File: src/rtl/alu_arbiter_if.sv
// Request, ALU-drive and response signals of the shared-ALU arbiter.
// slave = arbiter side, master = requesters, ALU and result consumer.
interface alu_arbiter_if #(
  parameter int WIDTH = 16
);
  logic             req0_valid;
  logic             req0_ready;
  logic [WIDTH-1:0] req0_a;
  logic [WIDTH-1:0] req0_b;
  logic [2:0]       req0_op;
  logic [4:0]       req0_ctl;

  logic             req1_valid;
  logic             req1_ready;
  logic [WIDTH-1:0] req1_a;
  logic [WIDTH-1:0] req1_b;
  logic [2:0]       req1_op;
  logic [4:0]       req1_ctl;

  logic [WIDTH-1:0] alu_a;
  logic [WIDTH-1:0] alu_b;
  logic [2:0]       alu_op;
  logic [4:0]       alu_ctl;
  logic [WIDTH-1:0] alu_out;
  logic [2:0]       alu_flags;

  logic             rsp_valid;
  logic             rsp_ready;
  logic             rsp_id;
  logic [WIDTH-1:0] rsp_data;
  logic [2:0]       rsp_flags;

  modport slave (
    input  req0_valid, req0_a, req0_b,
    input  req0_op, req0_ctl,
    output req0_ready,
    input  req1_valid, req1_a, req1_b,
    input  req1_op, req1_ctl,
    output req1_ready,
    output alu_a, alu_b, alu_op, alu_ctl,
    input  alu_out, alu_flags,
    output rsp_valid, rsp_id,
    output rsp_data, rsp_flags,
    input  rsp_ready
  );

  modport master (
    output req0_valid, req0_a, req0_b,
    output req0_op, req0_ctl,
    input  req0_ready,
    output req1_valid, req1_a, req1_b,
    output req1_op, req1_ctl,
    input  req1_ready,
    input  alu_a, alu_b, alu_op, alu_ctl,
    output alu_out, alu_flags,
    input  rsp_valid, rsp_id,
    input  rsp_data, rsp_flags,
    output rsp_ready
  );
endinterface

File: src/rtl/alu_arbiter.sv
// Two-port arbiter in front of the shared 16-bit ALU, one op in flight.
// ALU_ARB_FIXED_PRIO_EN: port 0 priority with starvation limit, else RR.
module alu_arbiter #(
  parameter int WIDTH      = 16,
  parameter int STARVE_MAX = 3
) (
  input  logic         clk,
  input  logic         rst_n,
  alu_arbiter_if.slave bus,
  output logic         busy
);

  typedef enum logic [1:0] {
    IDLE = 2'd0,
    EXEC = 2'd1,
    RESP = 2'd2
  } state_e;

  typedef struct packed {
    logic [WIDTH-1:0] a;
    logic [WIDTH-1:0] b;
    logic [2:0]       op;
    logic [4:0]       ctl;
    logic             id;
  } op_t;

  state_e           state_q, state_d;
  op_t              op_q, op_d;
  logic [WIDTH-1:0] data_q, data_d;
  logic [2:0]       flags_q, flags_d;

  logic win;
  logic pick1;
  logic gnt0;
  logic gnt1;
  logic accept;

  // Gated by rst_n so no ready leaks out while reset is held.
  assign win = rst_n &&
    ((state_q == IDLE) ||
     ((state_q == RESP) && bus.rsp_ready));

`ifdef ALU_ARB_FIXED_PRIO_EN
  localparam int CW =
    (STARVE_MAX < 1) ? 1 : $clog2(STARVE_MAX + 1);

  logic [CW-1:0] starve_q, starve_d;

  assign pick1 = bus.req1_valid &&
    (!bus.req0_valid ||
     (starve_q == CW'(STARVE_MAX)));

  always_comb begin
    starve_d = starve_q;
    if (!bus.req1_valid || gnt1)
      starve_d = '0;
    else if (gnt0)
      starve_d = starve_q + 1'b1;
  end

  always_ff @(posedge clk) begin
    if (!rst_n) starve_q <= '0;
    else        starve_q <= starve_d;
  end
`else
  logic rr_q, rr_d;

  // rr_q holds the last granted port.
  assign pick1 = bus.req1_valid &&
    (!bus.req0_valid || !rr_q);

  always_comb begin
    rr_d = rr_q;
    if (accept) rr_d = gnt1;
  end

  always_ff @(posedge clk) begin
    if (!rst_n) rr_q <= 1'b1;
    else        rr_q <= rr_d;
  end
`endif

  assign gnt0   = win && bus.req0_valid && !pick1;
  assign gnt1   = win && pick1;
  assign accept = gnt0 || gnt1;

  always_comb begin
    state_d = state_q;
    op_d    = op_q;
    data_d  = data_q;
    flags_d = flags_q;

    unique case (state_q)
      IDLE: begin
        if (accept) state_d = EXEC;
      end
      EXEC: begin
        state_d = RESP;
        data_d  = bus.alu_out;
        flags_d = bus.alu_flags;
      end
      RESP: begin
        if (bus.rsp_ready)
          state_d = accept ? EXEC : IDLE;
      end
      default: state_d = IDLE;
    endcase

    unique case (1'b1)
      gnt0: begin
        op_d.a   = bus.req0_a;
        op_d.b   = bus.req0_b;
        op_d.op  = bus.req0_op;
        op_d.ctl = bus.req0_ctl;
        op_d.id  = 1'b0;
      end
      gnt1: begin
        op_d.a   = bus.req1_a;
        op_d.b   = bus.req1_b;
        op_d.op  = bus.req1_op;
        op_d.ctl = bus.req1_ctl;
        op_d.id  = 1'b1;
      end
      default: ;
    endcase
  end

  always_ff @(posedge clk) begin
    if (!rst_n) begin
      state_q <= IDLE;
      op_q    <= '0;
      data_q  <= '0;
      flags_q <= '0;
    end else begin
      state_q <= state_d;
      op_q    <= op_d;
      data_q  <= data_d;
      flags_q <= flags_d;
    end
  end

  assign bus.req0_ready = gnt0;
  assign bus.req1_ready = gnt1;

  assign bus.alu_a   = op_q.a;
  assign bus.alu_b   = op_q.b;
  assign bus.alu_op  = op_q.op;
  assign bus.alu_ctl = op_q.ctl;

  assign bus.rsp_valid = (state_q == RESP);
  assign bus.rsp_id    = op_q.id;
  assign bus.rsp_data  = data_q;
  assign bus.rsp_flags = flags_q;

  assign busy = (state_q != IDLE);

endmodule

File: src/flat_wrapper.sv
// flat-port wrapper written by rule: the top's interface ports become plain ports
module alu_arbiter_flat 
#(
  parameter int WIDTH      = 16,
  parameter int STARVE_MAX = 3
)
  (clk, rst_n, busy, bus_req0_valid, bus_req0_a, bus_req0_b, bus_req0_op, bus_req0_ctl, bus_req0_ready, bus_req1_valid, bus_req1_a, bus_req1_b, bus_req1_op, bus_req1_ctl, bus_req1_ready, bus_alu_a, bus_alu_b, bus_alu_op, bus_alu_ctl, bus_alu_out, bus_alu_flags, bus_rsp_valid, bus_rsp_id, bus_rsp_data, bus_rsp_flags, bus_rsp_ready);
  alu_arbiter_if #(.WIDTH(WIDTH)) bus_i ();
  input  logic clk;
  input  logic rst_n;
  output logic busy;
  input wire logic [$bits(bus_i.req0_valid)-1:0] bus_req0_valid;
  input wire logic [$bits(bus_i.req0_a)-1:0] bus_req0_a;
  input wire logic [$bits(bus_i.req0_b)-1:0] bus_req0_b;
  input wire logic [$bits(bus_i.req0_op)-1:0] bus_req0_op;
  input wire logic [$bits(bus_i.req0_ctl)-1:0] bus_req0_ctl;
  output wire logic [$bits(bus_i.req0_ready)-1:0] bus_req0_ready;
  input wire logic [$bits(bus_i.req1_valid)-1:0] bus_req1_valid;
  input wire logic [$bits(bus_i.req1_a)-1:0] bus_req1_a;
  input wire logic [$bits(bus_i.req1_b)-1:0] bus_req1_b;
  input wire logic [$bits(bus_i.req1_op)-1:0] bus_req1_op;
  input wire logic [$bits(bus_i.req1_ctl)-1:0] bus_req1_ctl;
  output wire logic [$bits(bus_i.req1_ready)-1:0] bus_req1_ready;
  output wire logic [$bits(bus_i.alu_a)-1:0] bus_alu_a;
  output wire logic [$bits(bus_i.alu_b)-1:0] bus_alu_b;
  output wire logic [$bits(bus_i.alu_op)-1:0] bus_alu_op;
  output wire logic [$bits(bus_i.alu_ctl)-1:0] bus_alu_ctl;
  input wire logic [$bits(bus_i.alu_out)-1:0] bus_alu_out;
  input wire logic [$bits(bus_i.alu_flags)-1:0] bus_alu_flags;
  output wire logic [$bits(bus_i.rsp_valid)-1:0] bus_rsp_valid;
  output wire logic [$bits(bus_i.rsp_id)-1:0] bus_rsp_id;
  output wire logic [$bits(bus_i.rsp_data)-1:0] bus_rsp_data;
  output wire logic [$bits(bus_i.rsp_flags)-1:0] bus_rsp_flags;
  input wire logic [$bits(bus_i.rsp_ready)-1:0] bus_rsp_ready;
  assign bus_i.req0_valid = bus_req0_valid;
  assign bus_i.req0_a = bus_req0_a;
  assign bus_i.req0_b = bus_req0_b;
  assign bus_i.req0_op = bus_req0_op;
  assign bus_i.req0_ctl = bus_req0_ctl;
  assign bus_req0_ready = bus_i.req0_ready;
  assign bus_i.req1_valid = bus_req1_valid;
  assign bus_i.req1_a = bus_req1_a;
  assign bus_i.req1_b = bus_req1_b;
  assign bus_i.req1_op = bus_req1_op;
  assign bus_i.req1_ctl = bus_req1_ctl;
  assign bus_req1_ready = bus_i.req1_ready;
  assign bus_alu_a = bus_i.alu_a;
  assign bus_alu_b = bus_i.alu_b;
  assign bus_alu_op = bus_i.alu_op;
  assign bus_alu_ctl = bus_i.alu_ctl;
  assign bus_i.alu_out = bus_alu_out;
  assign bus_i.alu_flags = bus_alu_flags;
  assign bus_rsp_valid = bus_i.rsp_valid;
  assign bus_rsp_id = bus_i.rsp_id;
  assign bus_rsp_data = bus_i.rsp_data;
  assign bus_rsp_flags = bus_i.rsp_flags;
  assign bus_i.rsp_ready = bus_rsp_ready;
  alu_arbiter #(.WIDTH(WIDTH), .STARVE_MAX(STARVE_MAX)) u_core (.clk(clk), .rst_n(rst_n), .bus(bus_i), .busy(busy));
endmodule
File: config.mk
export PLATFORM = sky130hd
export DESIGN_NAME = alu_arbiter_flat
export DESIGN_NICKNAME = d
export VERILOG_FILES = /design/src/rtl/alu_arbiter_if.sv /design/src/rtl/alu_arbiter.sv /design/src/flat_wrapper.sv
export SDC_FILE = /design/constraint.sdc
export NUM_CORES = 1
export LEC_CHECK = 0
export ABC_AREA = 1
export BUFFER_PORTS_ARGS = -buffer_cell sky130_fd_sc_hd__buf_4
export CELL_PAD_IN_SITES_DETAIL_PLACEMENT = 0
export CELL_PAD_IN_SITES_GLOBAL_PLACEMENT = 1
export CORE_ASPECT_RATIO = 0.5
export CORE_MARGIN = 2
export CORE_UTILIZATION = 27
export DETAILED_ROUTE_END_ITERATION = 10
export PLACE_DENSITY_LB_ADDON = 0.1
export REMOVE_ABC_BUFFERS = 1
export SETUP_SLACK_MARGIN = 0.4
export SLEW_MARGIN = 20
export SYNTH_ARGS = -nofsm -noshare
export SYNTH_HDL_FRONTEND = slang
export SYNTH_SLANG_ARGS = --single-unit
File: constraint.sdc
create_clock -name clk -period 1.2 [get_ports clk]
set_input_delay 0.18 -clock clk [delete_from_list [all_inputs] [get_ports clk]]
set_output_delay 0.18 -clock clk [all_outputs]
set_load 0.01 [all_outputs]
======== After elaboration in Yosys (flattened, before gate mapping) ========
Cells that the tools add are included.
storage, ports and cells
  latch bits .............................. 0
  ROM bits ................................ 0
  output and inout port bits .............. 64
  bits of input ports ..................... 104
  memories ................................ 0
  word-level logic and storage cells ...... 34
  bits in registers ....................... 63
  RAM bits ................................ 0
operators by class
  div/mod/pow operators ................... 0
  shifts and indexed selects .............. 0
  $add $sub $neg .......................... 0
  bitwise gates (word level) .............. 0
  reductions and logical operators ........ 16
  $lt $le $gt $ge ......................... 0
  equal/unequal tests ..................... 4
  mux-type cells .......................... 5
  multipliers ............................. 0
operator list
  kind                count
  $pmux 41 s2         1
  $logic_and 1x1->1   6
  $pmux 2 s3          1
  $mux 2              2
  $ne 2x1->1 const B  2
  $reduce_bool 2->1   2
  $logic_not 1->1     3
  $logic_or 1x1->1    3
  $eq 2x1->1 const B  1
  $eq 2x2->1 const B  1
  $logic_not 2->1     1
  $reduce_and 2->1    1
  $mux 1              1

======== Depth between registers and ports, before layout ========
  depth after elaboration ................. 10
  gate-level depth with buffers ........... 9

======== Least setup slack after synthesis ========
OpenSTA, ideal clock, no wires.
  path type ............................... flip-flop to flip-flop
  from .................................... register u_core.state_q[1]
  to ...................................... register u_core.op_q, in the netlist u_core.bus.alu_b[10]
  library setup time ...................... 0.111 ns
  required time ........................... 1.089 ns
  arrival time ............................ 1.091 ns
  slack ................................... -0.002 ns
  cell stages (with the launch flop) ...... 9
  cell sequence ........................... dfxtp_1 inv_1 nor2_1 nor2_2 nand2_2 clkbuf_1 nand3b_1 nand2_1 nor2_1
between the ends
  word-level cells in the longest chain between the ends .. 7
RTL lines
  element                                                  RTL line            text
  from (decl)                                              alu_arbiter.sv:27   state_e state_q, state_d;
  from (signal assigned)                                   alu_arbiter.sv:135  state_q <= state_d;
  $eq 2x2->1                                               alu_arbiter.sv:41   ((state_q == RESP) && bus.rsp_ready));
  $logic_and 1x1->1                                        alu_arbiter.sv:41
  $logic_or 1x1->1 *                                       alu_arbiter.sv:40   ((state_q == IDLE) ||
  $logic_and 1x1->1 *                                      alu_arbiter.sv:39   assign win = rst_n &&
  $logic_and 1x1->1 (2 in series)                          alu_arbiter.sv:83   assign gnt0 = win && bus.req0_valid && !pick1;
  $pmux 41 s2 / $reduce_bool 2->1 (equally long branches)  n/a
  to (signal assigned)                                     alu_arbiter.sv:136  op_q <= op_d;
  to (decl)                                                alu_arbiter.sv:28   op_t op_q, op_d;
Every way passes the cells marked *; elsewhere a longest branch is shown, timed or not.
A chain may end at the register's enable or synchronous reset.

======== Final worst setup path ========
  from .................................... register u_core.state_q[0]
  to ...................................... register u_core.op_q, in the netlist u_core.bus.alu_a[6]
The elaborated chain is that of the path after synthesis.

==> flow_summary_export.csv <==
group,metric,value,unit
sta,slew_viol_final,0,
critical_path,crit_path_top_delay_cell,"dfxtp_2",
finish,fillCellCount,1054,
drt,finalWirelength,12300,um
sta,fin_ws,-0.267,ns
global_routing,grt_max_degree,51,
placement,portBuffers,167,
global_routing,first_global_vias,3702,
drt,vias,3740,
sta,setup_violations,65,
finish,utilization,0.589,
critical_path,crit_buf_inv,4,
power_and_ir_drop,leakage,0.00338,uW
floorplanning,fp-row-count,27,
critical_path,critPathTopFamily,"simple AND/OR/NAND/NOR gates",
clock_tree,tritoncts,"yes",
hold_path,min_path_type,"in2reg",
finish,fin_nets,822,
floorplanning,floorplan.die_area,12700,um^2
critical_path,path_class,"reg2reg",
power_and_ir_drop,p_sw,2170,uW
critical_path,start_kind,"flop",
global_routing,grt.overflow.total,0,
finish,area_growth,108,%
drt,first_iter_violations,158,
sta,finClkSkew,0.00837,ns
floorplanning,io_pins,168,
power_and_ir_drop,p_comb_frac,0.315,
clock_tree,hold_buffers,0,
clock_tree,cts_sinks,63,
synthesis,avgSynthCellArea,6.35,um^2
power_and_ir_drop,powerDensity,1140,nW/um^2
finish,multiInputGateArea,1860,um^2
placement,placed_cell_area,4660,um^2
synthesis,ys_seq_area_frac,0.397,
critical_path,crit_arrival,1.69,ns
critical_path,cp.depth,11,
power_and_ir_drop,clkPwrFrac,0.356,
finish,instances_no_fill,882,
critical_path,cp_slowest_stage_delay,0.32,ns
placement,dp_cells,815,
synthesis,ys_warn_count,0,
global_routing,grt_use_total,0.191,
placement,hpwlAfterDp,6810,um
critical_path,required,1.42,ns
power_and_ir_drop,p_int,5380,uW
hold_path,whs_path_depth,3,
drt,ant_nets,0,
finish,antennaDiodeCount,0,
synthesis,synthCells,500,
clock_tree,htree_levels,3,
power_and_ir_drop,power_frac_seq,0.328,
critical_path,reg2reg_depth,11,
clock_tree,ctsLongestPathBuffers,2,
global_routing,grt_pass1_wl,18400,um
status,violations,"setup timing",
finish,drive_gt1_frac,0.557,
sta,period_share,1.22,
finish,seq_area,1340,um^2
synthesis,ys_ff_latch,63,
floorplanning,die_width,157,um
power_and_ir_drop,sw_frac_of_total,0.288,
floorplanning,start_util,0.283,
sta,hold_violations,0,
status,status,"complete, but fails checks",
drt,dr.pass1.iters,4,
sta,max_freq,682,MHz
clock_tree,root_buffer,"clkbuf_16",
critical_path,cp_cell_sequence,"inv_2 > nand2_4 > nor2_4 > nand2_4 > buf_12 > buf_12 > buf_16 > nand2_2 > nand2_1 > nor2_1 > nor2_1",
synthesis,netlist_area,3170,um^2
critical_path,critPathCaptureType,"flop",
floorplanning,core_area,11200,um^2
sta,worstMarginPinSlew,0.553,ns
floorplanning,fp.dieH,80.7,um
global_routing,antenna_found_initial,0,
finish,stdcell_area,6610,um^2
power_and_ir_drop,max-vdd-ir-drop,683,uV
job,cap_viol_max_count,0,
power_and_ir_drop,power.total,7550,uW
drt,vias_per_cell,4.24,
sta,fin_crit,1.47,ns
synthesis,ys_types,20,
sta,rsz0062_at_grt,"true",
drt,drc_errors,0,
clock_tree,clk_pin_slew_worst_paths,0.06,ns
clock_tree,insertion_delay,0.33,ns
sta,slew_headroom,0.631,
placement,gp_congestion,0.704,
critical_path,cp_max_fo,7,
clock_tree,cts_made_buffers,9,
placement,pre_cts_slack,-0.138,ns
drt,wl_per_cell,14.0,um
## cell usage in the layout, fill, tap and decap left out, types with 2 or more instances in the layout
cell	count
buf_12	17
buf_16	15
buf_4	121
buf_6	77
buf_8	5
clkbuf_16	13
clkinv_4	2
clkinvlp_4	2
dfxtp_2	63
inv_1	43
inv_2	3
inv_6	3
nand2_1	96
nand2_2	26
nand2_4	8
nand3b_1	40
nor2_1	121
nor2_2	25
nor2_4	18
o21ai_0	4
o21ai_1	15
## layout make-up
type / instances / area share
repair buffers: 239 / 0.409
multi-input cells: 357 / 0.282
flip-flops and latches: 63 / 0.203
clock buffers: 9 / 0.0341
well taps: 159 / 0.0301
inverters: 48 / 0.0292
clock inverters: 7 / 0.0121
## stage by stage
stage,setup TNS [ns],hold WS [ns]
6_report,-11.42,0.0675
5_1_grt,-16.57,0.0632
4_1_cts,-8.78,0.0428
3_5_place_dp,-4.22,0.407
3_3_place_gp,-3.85,0.401
2_1_floorplan,-42.13,0.264
## power groups by stage
| stage | Combinational [uW] | Sequential [uW] | Clock (uW) |
|---|---|---|---|
| 6_report | 2380 | 2480 | 2690 |
| 5_1_grt | 2580 | 2500 | 2870 |
| 4_1_cts | 2190 | 2480 | 2770 |
| 3_5_place_dp | 1550 | 2440 | 0 |
| 3_3_place_gp | 1550 | 2440 | 0 |
| 2_1_floorplan | 589 | 2530 | 0 |
## per-layer routing
layer	track usage	wire [um]	vias up
met4	0.0409	63	0
met5	0	0	-
met2	0.312	5640	99
met3	0.0766	986	5
li1	-	-	1956
met1	0.238	5620	1680
## final timing paths
path	start	to	slack, ns
setup reg to reg	u_core.state_q[0]$_SDFFE_PN0P_	u_core.bus.alu_a[6]$_SDFFE_PN0N_	-0.27
setup / recovery	u_core.state_q[0]$_SDFFE_PN0P_	u_core.bus.alu_a[6]$_SDFFE_PN0N_	-0.27
hold reg to reg	u_core.rr_q$_SDFFE_PN1N_	u_core.rr_q$_SDFFE_PN1N_	0.48
hold / removal	bus_alu_out[14]	u_core.bus.rsp_data[14]$_SDFFE_PN0N_	0.07
## cell families after synthesis
group,share of synthesized area
and+or+nand+nor,0.446
buffers and inverters,0.120
AOI/OAI and AO/OA,0.0363
DFF,0.397
## state kept, by name (all words and copies together), names as in the netlist
| name | flops |
|---|---|
| u_core.bus.alu_a | 16 |
| u_core.bus.alu_b | 16 |
| u_core.bus.rsp_data | 16 |
| u_core.bus.alu_ctl | 5 |
| u_core.bus.alu_op | 3 |
| u_core.bus.rsp_flags | 3 |
| u_core.state_q | 2 |
| u_core.bus.rsp_id | 1 |
| u_core.rr_q | 1 |
## cell usage after synthesis (all sizes together)
| cell type | number | area share |
|---|---|---|
| nand3 | 1 | 0.0016 |
| dfxtp | 63 | 0.40 |
| clkbuf | 10 | 0.012 |
| nand2 | 130 | 0.16 |
| inv | 48 | 0.057 |
| a21oi | 2 | 0.0043 |
| nand3b | 40 | 0.095 |
| o21ai | 19 | 0.030 |
| o22ai | 1 | 0.0020 |
| buf | 22 | 0.051 |
| nor2 | 164 | 0.19 |
## timing repair
action | 4_1_cts | 5_1_grt
resized for setup | 221 | 79
pin swaps | 32 | 57
cloned | 16 | 5
hold endpoints to repair | 0 | 0
setup endpoints to repair | 127 | 127
setup buffers | 21 | 9
## worst min-delay path: stages
cell	delay [ns]
buf_4	0.07
nor2_1	0.03
nor2_1	0.08
Power figures use the tool's default switching activity.
